**config.mk**
```make
export PLATFORM = sky130hd
export DESIGN_NAME = rom_boot_loader_flat
export DESIGN_NICKNAME = d
export VERILOG_FILES = /design/src/rtl/rom_boot_loader_pkg.sv /design/src/rtl/rom_boot_loader_if.sv /design/src/rtl/rom_boot_timeout.sv /design/src/rtl/rom_boot_loader.sv /design/src/flat_wrapper.sv
export SDC_FILE = /design/constraint.sdc
export NUM_CORES = 1
export LEC_CHECK = 0
export CORE_MARGIN = 2
export CORE_UTILIZATION = 52
export CTS_CLUSTER_DIAMETER = 150
export DETAILED_ROUTE_END_ITERATION = 6
export DONT_BUFFER_PORTS = 1
export PLACE_DENSITY = 0.69
export SLEW_MARGIN = 15
export SYNTH_ARGS = -nofsm -noshare
export SYNTH_HDL_FRONTEND = slang
export SYNTH_HIERARCHICAL = 1
export SYNTH_SLANG_ARGS = --single-unit
```
**constraint.sdc**
```tcl
create_clock -name clk -period 5 [get_ports clk]
set_input_delay 0.5 -clock clk [delete_from_list [all_inputs] [get_ports clk]]
set_output_delay 0.5 -clock clk [all_outputs]
set_load 0.02 [all_outputs]
```
**src/rtl/rom_boot_loader_pkg.sv**
```systemverilog
// Shared types and constants for the ROM boot loader.
package rom_boot_loader_pkg;

   localparam int         ROM_WORDS         = 1024;
   localparam int         ROM_AW            = 10;
   localparam int         CNT_W             = ROM_AW + 1;
   localparam logic [7:0] SYNC_BYTE_DEFAULT = 8'hA5;

   typedef enum logic [2:0] {
      S_IDLE,
      S_HDR,
      S_DATA,
      S_WRITE,
      S_CSUM
   } state_t;

   // A frame must carry at least one word and no more than the ROM holds.
   function automatic logic count_ok(input logic [15:0] cnt);
      return (cnt != 16'd0) && (cnt <= 16'(ROM_WORDS));
   endfunction

endpackage

```
**src/rtl/rom_boot_loader_if.sv**
```systemverilog
// Byte-stream receive handshake plus the ROM debug-access write port.
interface rom_boot_loader_if;
   import rom_boot_loader_pkg::*;

   logic [7:0]        rx_data;
   logic              rx_valid;
   logic              rx_ready;
   logic [ROM_AW-1:0] rom_address;
   logic [31:0]       rom_writedata;
   logic [3:0]        rom_byteenable;
   logic              rom_chipselect;
   logic              rom_write;
   logic              rom_debugaccess;

   modport master (
      input  rx_data, rx_valid,
      output rx_ready, rom_address, rom_writedata, rom_byteenable,
             rom_chipselect, rom_write, rom_debugaccess
   );

   modport slave (
      output rx_data, rx_valid,
      input  rx_ready, rom_address, rom_writedata, rom_byteenable,
             rom_chipselect, rom_write, rom_debugaccess
   );

endinterface

```
**src/rtl/rom_boot_timeout.sv**
```systemverilog
// Inter-byte watchdog: loadable down-counter, expired once it has run down to zero.
module rom_boot_timeout #(
   parameter int TIMEOUT_CYCLES = 1000000
) (
   input  logic clk,
   input  logic reset_n,
   input  logic load,
   input  logic en,
   output logic expired
);

   localparam int            TW       = (TIMEOUT_CYCLES > 1) ? $clog2(TIMEOUT_CYCLES) : 1;
   localparam logic [TW-1:0] LOAD_VAL = TW'(TIMEOUT_CYCLES - 1);

   logic [TW-1:0] count;

   always_ff @(posedge clk) begin
      if (!reset_n) begin
         count <= LOAD_VAL;
      end else if (load) begin
         count <= LOAD_VAL;
      end else if (en && (count != '0)) begin
         count <= count - TW'(1);
      end
   end

   assign expired = (count == '0);

endmodule

```
**src/rtl/rom_boot_loader.sv**
```systemverilog
// Framed byte-stream loader into the program ROM; holds the CPU in reset while loading.
// Optional trailing checksum byte enabled by defining ROM_BOOT_LOADER_CHECKSUM_EN.
//
// state   | meaning
// S_IDLE  | waiting for sync byte, other bytes dropped
// S_HDR   | collecting ADDR_HI, ADDR_LO, CNT_HI, CNT_LO
// S_DATA  | collecting 4 payload bytes of the next word
// S_WRITE | single-cycle ROM write strobe, rx stalled
// S_CSUM  | waiting for the checksum byte
module rom_boot_loader
   import rom_boot_loader_pkg::*;
#(
   parameter int         TIMEOUT_CYCLES = 1000000,
   parameter logic [7:0] SYNC_BYTE      = SYNC_BYTE_DEFAULT
) (
   input  logic              clk,
   input  logic              reset_n,
   rom_boot_loader_if.master bus,
   output logic              cpu_reset_req,
   output logic              busy,
   output logic              done,
   output logic              error
);

   state_t             state;
   state_t             state_nxt;
   logic               accept;
   logic               sync_start;
   logic               expired;
   logic               done_nxt;
   logic               error_nxt;
   logic [1:0]         idx;
   logic [31:0]        word;
   logic [ROM_AW-1:0]  addr;
   logic [CNT_W-1:0]   remaining;
   logic [15:0]        cnt_hdr;
`ifdef ROM_BOOT_LOADER_CHECKSUM_EN
   logic [7:0]         sum;
   logic [7:0]         sum_chk;
   assign sum_chk = sum + bus.rx_data;
`endif

   assign bus.rx_ready        = (state != S_WRITE);
   assign bus.rom_address     = addr;
   assign bus.rom_writedata   = word;
   assign bus.rom_byteenable  = 4'hF;
   assign bus.rom_write       = (state == S_WRITE);
   assign bus.rom_chipselect  = (state == S_WRITE);
   assign bus.rom_debugaccess = (state == S_WRITE);

   assign accept     = bus.rx_valid & bus.rx_ready;
   assign sync_start = (state == S_IDLE) && accept && (bus.rx_data == SYNC_BYTE);
   // Header bytes shift through the word register; CNT_HI sits in the top byte when CNT_LO arrives.
   assign cnt_hdr    = {word[31:24], bus.rx_data};

   rom_boot_timeout #(
      .TIMEOUT_CYCLES (TIMEOUT_CYCLES)
   ) u_timeout (
      .clk     (clk),
      .reset_n (reset_n),
      .load    (accept || (state == S_IDLE)),
      .en      (state != S_IDLE),
      .expired (expired)
   );

   always_ff @(posedge clk) begin
      if (!reset_n) begin
         state <= S_IDLE;
      end else begin
         state <= state_nxt;
      end
   end

   always_comb begin
      state_nxt = state;
      done_nxt  = 1'b0;
      error_nxt = 1'b0;
      case (state)
         S_IDLE: begin
            if (sync_start) state_nxt = S_HDR;
         end
         S_HDR: begin
            if (accept) begin
               if (idx == 2'd3) begin
                  if (count_ok(cnt_hdr)) begin
                     state_nxt = S_DATA;
                  end else begin
                     state_nxt = S_IDLE;
                     error_nxt = 1'b1;
                  end
               end
            end else if (expired) begin
               state_nxt = S_IDLE;
               error_nxt = 1'b1;
            end
         end
         S_DATA: begin
            if (accept) begin
               if (idx == 2'd3) state_nxt = S_WRITE;
            end else if (expired) begin
               state_nxt = S_IDLE;
               error_nxt = 1'b1;
            end
         end
         S_WRITE: begin
            if (remaining == CNT_W'(1)) begin
`ifdef ROM_BOOT_LOADER_CHECKSUM_EN
               state_nxt = S_CSUM;
`else
               state_nxt = S_IDLE;
               done_nxt  = 1'b1;
`endif
            end else begin
               state_nxt = S_DATA;
            end
         end
`ifdef ROM_BOOT_LOADER_CHECKSUM_EN
         S_CSUM: begin
            if (accept) begin
               state_nxt = S_IDLE;
               if (sum_chk == 8'h00) done_nxt = 1'b1;
               else                  error_nxt = 1'b1;
            end else if (expired) begin
               state_nxt = S_IDLE;
               error_nxt = 1'b1;
            end
         end
`endif
         default: state_nxt = S_IDLE;
      endcase
   end

   always_ff @(posedge clk) begin
      if (!reset_n) begin
         cpu_reset_req <= 1'b0;
         busy          <= 1'b0;
         done          <= 1'b0;
         error         <= 1'b0;
         idx           <= '0;
         word          <= '0;
         addr          <= '0;
         remaining     <= '0;
`ifdef ROM_BOOT_LOADER_CHECKSUM_EN
         sum           <= '0;
`endif
      end else begin
         done  <= done_nxt;
         error <= error_nxt;
         busy  <= (state_nxt != S_IDLE);
         // Only a successful frame releases the CPU; aborts leave it held.
         if (sync_start)    cpu_reset_req <= 1'b1;
         else if (done_nxt) cpu_reset_req <= 1'b0;

         if (sync_start) begin
            idx <= '0;
`ifdef ROM_BOOT_LOADER_CHECKSUM_EN
            sum <= '0;
`endif
         end else if (accept && ((state == S_HDR) || (state == S_DATA))) begin
            word <= {bus.rx_data, word[31:8]};
            idx  <= idx + 2'd1;
`ifdef ROM_BOOT_LOADER_CHECKSUM_EN
            sum  <= sum_chk;
`endif
         end

         if (accept && (state == S_HDR) && (idx == 2'd3)) begin
            addr      <= {word[9:8], word[23:16]};
            remaining <= cnt_hdr[CNT_W-1:0];
         end

         if (state == S_WRITE) begin
            addr      <= addr + ROM_AW'(1);
            remaining <= remaining - CNT_W'(1);
         end
      end
   end

endmodule
```
**src/flat_wrapper.sv**
```systemverilog
// flat-port wrapper written by rule: the top's interface ports become plain ports
module rom_boot_loader_flat import rom_boot_loader_pkg::*;
#(
   parameter int         TIMEOUT_CYCLES = 1000000,
   parameter logic [7:0] SYNC_BYTE      = SYNC_BYTE_DEFAULT
)
  (clk, reset_n, cpu_reset_req, busy, done, error, bus_rx_data, bus_rx_valid, bus_rx_ready, bus_rom_address, bus_rom_writedata, bus_rom_byteenable, bus_rom_chipselect, bus_rom_write, bus_rom_debugaccess);
  rom_boot_loader_if bus_i ();
  input  logic clk;
  input  logic reset_n;
  output logic cpu_reset_req;
  output logic busy;
  output logic done;
  output logic error;
  input wire logic [$bits(bus_i.rx_data)-1:0] bus_rx_data;
  input wire logic [$bits(bus_i.rx_valid)-1:0] bus_rx_valid;
  output wire logic [$bits(bus_i.rx_ready)-1:0] bus_rx_ready;
  output wire logic [$bits(bus_i.rom_address)-1:0] bus_rom_address;
  output wire logic [$bits(bus_i.rom_writedata)-1:0] bus_rom_writedata;
  output wire logic [$bits(bus_i.rom_byteenable)-1:0] bus_rom_byteenable;
  output wire logic [$bits(bus_i.rom_chipselect)-1:0] bus_rom_chipselect;
  output wire logic [$bits(bus_i.rom_write)-1:0] bus_rom_write;
  output wire logic [$bits(bus_i.rom_debugaccess)-1:0] bus_rom_debugaccess;
  assign bus_i.rx_data = bus_rx_data;
  assign bus_i.rx_valid = bus_rx_valid;
  assign bus_rx_ready = bus_i.rx_ready;
  assign bus_rom_address = bus_i.rom_address;
  assign bus_rom_writedata = bus_i.rom_writedata;
  assign bus_rom_byteenable = bus_i.rom_byteenable;
  assign bus_rom_chipselect = bus_i.rom_chipselect;
  assign bus_rom_write = bus_i.rom_write;
  assign bus_rom_debugaccess = bus_i.rom_debugaccess;
  rom_boot_loader #(.TIMEOUT_CYCLES(TIMEOUT_CYCLES), .SYNC_BYTE(SYNC_BYTE)) u_core (.clk(clk), .reset_n(reset_n), .bus(bus_i), .cpu_reset_req(cpu_reset_req), .busy(busy), .done(done), .error(error));
endmodule
```
## Yosys cells after proc, flatten, opt, wreduce, memory -nomap -nowiden

Index checks and enable logic that the tools add are counted.

- Bitwise gates (word level): 3
- Reduce and logical (&&, ||, !) cells: 20
- Divide/modulo/power cells: 0
- Equal/unequal tests: 7
- $lt $le $gt $ge: 1
- Muxes and demuxes: 23
- Shift-type cells: 0
- Add/sub/neg operators: 4
- Multiply operators: 0

Operators with widths:

| cell | number |
|---|---|
| 2-to-1 mux 11 bit | 2 |
| logical NOT 20 bit | 1 |
| 2-to-1 mux 10 bit | 2 |
| nonzero test 20 bit | 1 |
| subtractor 20 x 1 -> 20 bit (second input constant) | 1 |
| 2-to-1 mux 3 bit | 6 |
| less-or-equal comparator 16 x 11 -> 1 bit (second input constant) | 1 |
| nonzero test 16 bit | 1 |
| case mux 3 bit (4 select lines) | 1 |
| == test 11 x 1 -> 1 bit (second input constant) | 1 |
| subtractor 11 x 1 -> 11 bit (second input constant) | 1 |
| adder 10 x 1 -> 10 bit (second input constant) | 1 |
| 2-to-1 mux 1 bit | 9 |
| == test 8 bit (second input constant) | 1 |
| logical AND 1 bit | 7 |
| == test 3 x 2 -> 1 bit (second input constant) | 2 |
| nonzero test 3 bit | 2 |
| 2-to-1 mux 2 bit | 2 |
| nonzero test 2 bit | 2 |
| OR reduction 2 bit | 2 |
| == test 3 x 1 -> 1 bit (second input constant) | 1 |
| logical NOT 3 bit | 1 |
| inequality test 3 x 2 -> 1 bit (second input constant) | 1 |
| adder 2 x 1 -> 2 bit (second input constant) | 1 |
| other kinds (6) | 8 |

- Output and inout port bits: 54
- Latch bits: 0
- Memories kept: 0
- Input bits: 11
- ROM bits: 0
- RAM bits: 0
- Word-level logic and storage cells: 68
- Register bits after elaboration: 82

## Longest topological paths before layout

- Depth in word-level cells: 7
- Depth in mapped cells: 11
- Gate-level depth less buffers: 10

## Modules after synthesis

Netlist, hierarchy kept.

By module, submodules not included:

| module | area each (um^2) | times used | cells each | seq. area each (um^2) |
|---|---|---|---|---|
| rom_boot_loader | 2,879.0 | 1 | 359 | 1,241.2 |
| rom_boot_timeout | 1,108.6 | 1 | 130 | 400.4 |

## Worst setup path before layout

OpenSTA, ideal clock, no wires.

- Path type: register to register
- From: register u_core.u_timeout.count[11]
- To: register u_core.busy
- Arrival: 2,531 ps
- Required time: 4,880 ps
- Period minus slack after synthesis: 2,651 ps
- Cell stages (with the launch flop): 10
- Library setup time: 120 ps
- Slack: 2,349 ps
- Cells stage by stage: dfxtp_1 -> or4_1 -> clkbuf_1 -> or4_1 -> clkbuf_1 -> nor3_1 -> o21ai_0 -> a31oi_1 -> a211oi_2 -> or2_1

- Cells in the longest elaborated chain, start to end: 5
- Elaborated cells on any way between the ends: 6
- Classes of those cells: mux (4); reduce/logical (2)

RTL lines:

| what | RTL line | source |
|---|---|---|
| start, declared | rom_boot_timeout.sv:15 | `logic [TW-1:0] count;` |
| start signal, assigned | rom_boot_timeout.sv:23 | `count <= count - TW'(1);` |
| logical NOT 20 bit (*) | rom_boot_timeout.sv:27 | `assign expired = (count == '0);` |
| via u_core.expired | rom_boot_loader.sv:29 | `logic expired;` |
| 2-to-1 mux 3 bit (*) | rom_boot_loader.sv:92, rom_boot_loader.sv:100 |  |
| 2-to-1 mux 3 bit (on tied branches) | rom_boot_loader.sv:98, rom_boot_loader.sv:83 |  |
| case mux 3 bit (4 select lines) (*) | rom_boot_loader.sv:78 | `case (state)` |
| nonzero test 3 bit (*) | rom_boot_loader.sv:149 | `busy <= (state_nxt != S_IDLE);` |
| end signal, assigned | rom_boot_loader.sv:149 |  |
| end, declared | rom_boot_loader.sv:20 | `output logic busy,` |

The timed path passes the listed nets; every way through them passes the cells marked *.
A chain may end at the register's enable or synchronous reset.

## Worst setup path after layout

Same ends and word-level chain as after synthesis.

==> flow_metrics.env <==
export IMPL_grt_util_met3_pct=6.47
export IMPL_postCtsResizedCells=0
export IMPL_n_antenna_cell=0
export IMPL_reg2reg_slack_ps=1950
export IMPL_rsz0062_at_grt="false"
export IMPL_finalMaxSlewViolations=0
export IMPL_yosysUniqueCellTypes=63
export IMPL_final_common_cell="nand2_1"
export IMPL_fp_dieH_um=91.6
export IMPL_worstMarginPinSlew_ps=1030
export IMPL_start_util_pct=54.4
export IMPL_p_int_uw=852
export IMPL_antenna_found_initial=0
export IMPL_worstSetupStartpointType="flip-flop"
export IMPL_swShare_pct=25.5
export IMPL_netlist_area_mm2=0.00399
export IMPL_design_portCount=65
export IMPL_antenna_left=0
export IMPL_cts_tree="yes"
export IMPL_vias=3498
export IMPL_postCtsSetupBuffers=0
export IMPL_fillers=674
export IMPL_drt_total_wl_mm=9.54
export IMPL_drive_gt1_share_pct=9.19
export IMPL_clk_latency_ps=370
export IMPL_worstPathArrival_ps=3300
export IMPL_multi_input_area_mm2=0.00214
export IMPL_grt_overflow=0
export IMPL_critPathKind="flip-flop to flip-flop"
export IMPL_wl_per_cell_um=16.5
export IMPL_drtIter0Drc=196
export IMPL_synthCells=489
export IMPL_cts_path_max_buffers=2
export IMPL_layout_nets=491
export IMPL_clock_power_share_pct=40.8
export IMPL_cts_root_buf="clkbuf_8"
export IMPL_cts_max_level=3
export IMPL_use_met2_pct=35.4
export IMPL_fin_crit_ps=3050
export IMPL_cts_buffers=9
export IMPL_grt_most_used_layer="met2"
export IMPL_dieWidth_um=91.6
export IMPL_drt_first_pass_iters=5
export IMPL_p_per_area_mw_per_mm2=275
export IMPL_crit_fanout=8
export IMPL_dpl_hpwl_mm=6.44
export IMPL_ys_seq_elements=82
export IMPL_yosysSeqAreaShare_pct=41.2
export IMPL_outcome="complete, no violations"
export IMPL_seq_power_share_pct=57.2
export IMPL_std_cell_rows=31
export IMPL_ys_async_sr_fraction_pct=0
export IMPL_fin_worst_skew_ps=11.8
export IMPL_hold_path_class="primary input to flip-flop"
export IMPL_dieArea_mm2=0.00839
export IMPL_period_share_pct=60.9
export IMPL_synth_edf_count=0
export IMPL_max_cap_viol_count=0
export IMPL_io_buffers=0
export IMPL_synthToLayoutAreaGrowth_pct=4.39
export IMPL_p_total_mw=1.14
export IMPL_globalplace_congestion=0.864
export IMPL_use_met1_pct=31.9
export IMPL_grt_start_max_net_pins=55
export IMPL_p_leak_nw=1.34
export IMPL_combPwrFrac_pct=2.0
export IMPL_mostFrequentLayoutCells="89 x nand2_1, 82 x dfxtp_1, 61 x a21oi_1, 34 x nor2_1, 17 x o21ai_0"
export IMPL_slew_headroom_pct=31.4
export IMPL_ys_warn_count=6
export IMPL_coreArea_mm2=0.00733
export IMPL_grt_usage_pct=23.4
export IMPL_setup_viol=0
export IMPL_power_switching_uw=291
export IMPL_hold_violations=0
export IMPL_grt_pass1_wl_mm=15.9
export IMPL_irDropWorstVdd_uv=165
export IMPL_cts_sinks=82
export IMPL_clock_fmax_ghz=0.328
export IMPL_first_global_vias=3283
export IMPL_avgSynthCellArea_um2=8.15
export IMPL_synthFlopType="dfxtp_1"
export IMPL_cp_end_kind="flip-flop"
export IMPL_critPathRequiredTime_ps=5250
export IMPL_vias_per_cell=6.05
export IMPL_path_clk_slew_ps=90
export IMPL_detail_route_drc_violations=0
export IMPL_cts_hold_buf=0
export IMPL_seq_area_mm2=0.00164
export IMPL_tns_ps=0
==> sequential cells by signal, summed over array words and instances (netlist names) <==
register,cells
u_core/idx,2
u_core/busy,1
u_core/error,1
u_core/state,3
u_core/remaining,11
u_core/cpu_reset_req,1
u_core/u_timeout/count,20
u_core/bus.rom_writedata,32
u_core/bus.rom_address,10
u_core/done,1
==> metal layers <==
layer	wire [um]	vias up
li1	-	1713
met1	4370	1650
met2	4220	125
met3	815	10
met4	127	0
met5	0	-
==> stage by stage <==
stage	instances	cell area [um2]	util [%]	hold WS (ps)	setup WS, ps
4_1_cts	578	4160	56.8	247	1980
3_5_place_dp	562	3970	54.1	463	2030
5_1_grt	578	4160	56.8	248	1780
6_report	578	4160	56.8	259	1950
3_3_place_gp	562	3970	54.1	443	2170
2_1_floorplan	492	4000	-	437	2350
==> power by group through the flow <==
stage	clock, mW	sequential [mW]	combinational [mW]
floorplan	0	0.669	0.0215
CTS	0.479	0.654	0.0225
global route	0.513	0.655	0.0255
global placement	0	0.669	0.0220
detailed placement	0	0.669	0.0224
finish	0.466	0.654	0.0228
==> path summary, 6_finish.rpt <==
kind | start | end | depth (start not counted)
worst min-delay path | bus_rx_data[5] | u_core/bus.rom_writedata[29]$_SDFFE_PN0P_ | 2
worst max register to register | u_core/u_timeout/count[11]$_SDFFE_PP0P_ | u_core/busy$_SDFF_PN0_ | 7
worst min register to register | u_core/idx[1]$_SDFFE_PP0P_ | u_core/idx[1]$_SDFFE_PP0P_ | 2
worst max-delay path | u_core/u_timeout/count[11]$_SDFFE_PP0P_ | u_core/busy$_SDFF_PN0_ | 7
==> cell families (layout without fill, tap and decap cells) <==
logic type / after synthesis / after routing / share of synthesized area [%]
simple gates: 223 / 223 / 29.5
compound gates: 123 / 123 / 19.4
flops: 82 / 82 / 41.2
buf+inv: 43 / 30 / 5.40
mux: 8 / 8 / 2.04
fa+ha+maj: 6 / 6 / 1.88
other cells: 2 / 5 / 0.188
xor+xnor: 2 / 2 / 0.439
==> cell type report <==
| cell class | instances | share of cell area [%] |
|---|---|---|
| tap | 99 | 2.98 |
| multi-input combinational | 367 | 51.5 |
| clock buffer | 9 | 2.98 |
| timing repair buffer | 2 | 0.361 |
| inverter | 12 | 1.08 |
| sequential | 82 | 39.4 |
| clock inverter | 7 | 1.65 |
==> cell usage after synthesis, types with 2 or more instances <==
library cell  count  share of area [%]
a2111oi_0         2               0.44
a221oi_1          5                1.1
clkbuf_1         14                1.3
o221a_2           2               0.56
mux2i_1           7                1.8
nand2_1          90                8.5
nand2b_1          8                1.3
inv_2             2               0.19
nand3b_1          3               0.56
buf_2             4               0.50
a22oi_1           2               0.38
ha_1              6                1.9
o21ai_0          17                2.1
inv_1            10               0.94
nor2_1           34                3.2
buf_4            11                2.1
o311ai_0          3               0.66
a31oi_1           6               0.94
nor3_1           13                1.6
or3_1            10                1.6
a21oi_1          61                7.7
nand3_1          14                1.8
nor4_2            4                1.3
or4_1            10                1.9
o211ai_1          2               0.38
o31ai_1           7                1.3
nor4_1            8                1.3
and2_1            5               0.78
or2_2             2               0.31
or3_4             2               0.56
dfxtp_1          82                 41
nand4_1           4               0.63
or4_4             3               0.85
a211oi_1          4               0.75
conb_1            2               0.19
nor3b_1           2               0.38
xnor2_1           2               0.44
==> critical path, cell delays in order, from the launching register on <==
cell	delay, ps
dfxtp_1	350
or4_1	660
or4_1	610
nor3_1	520
o21ai_0	230
a31oi_1	250
a211oi_2	100
or2_1	230
Note: power is estimated with default switching activity, not from simulation.
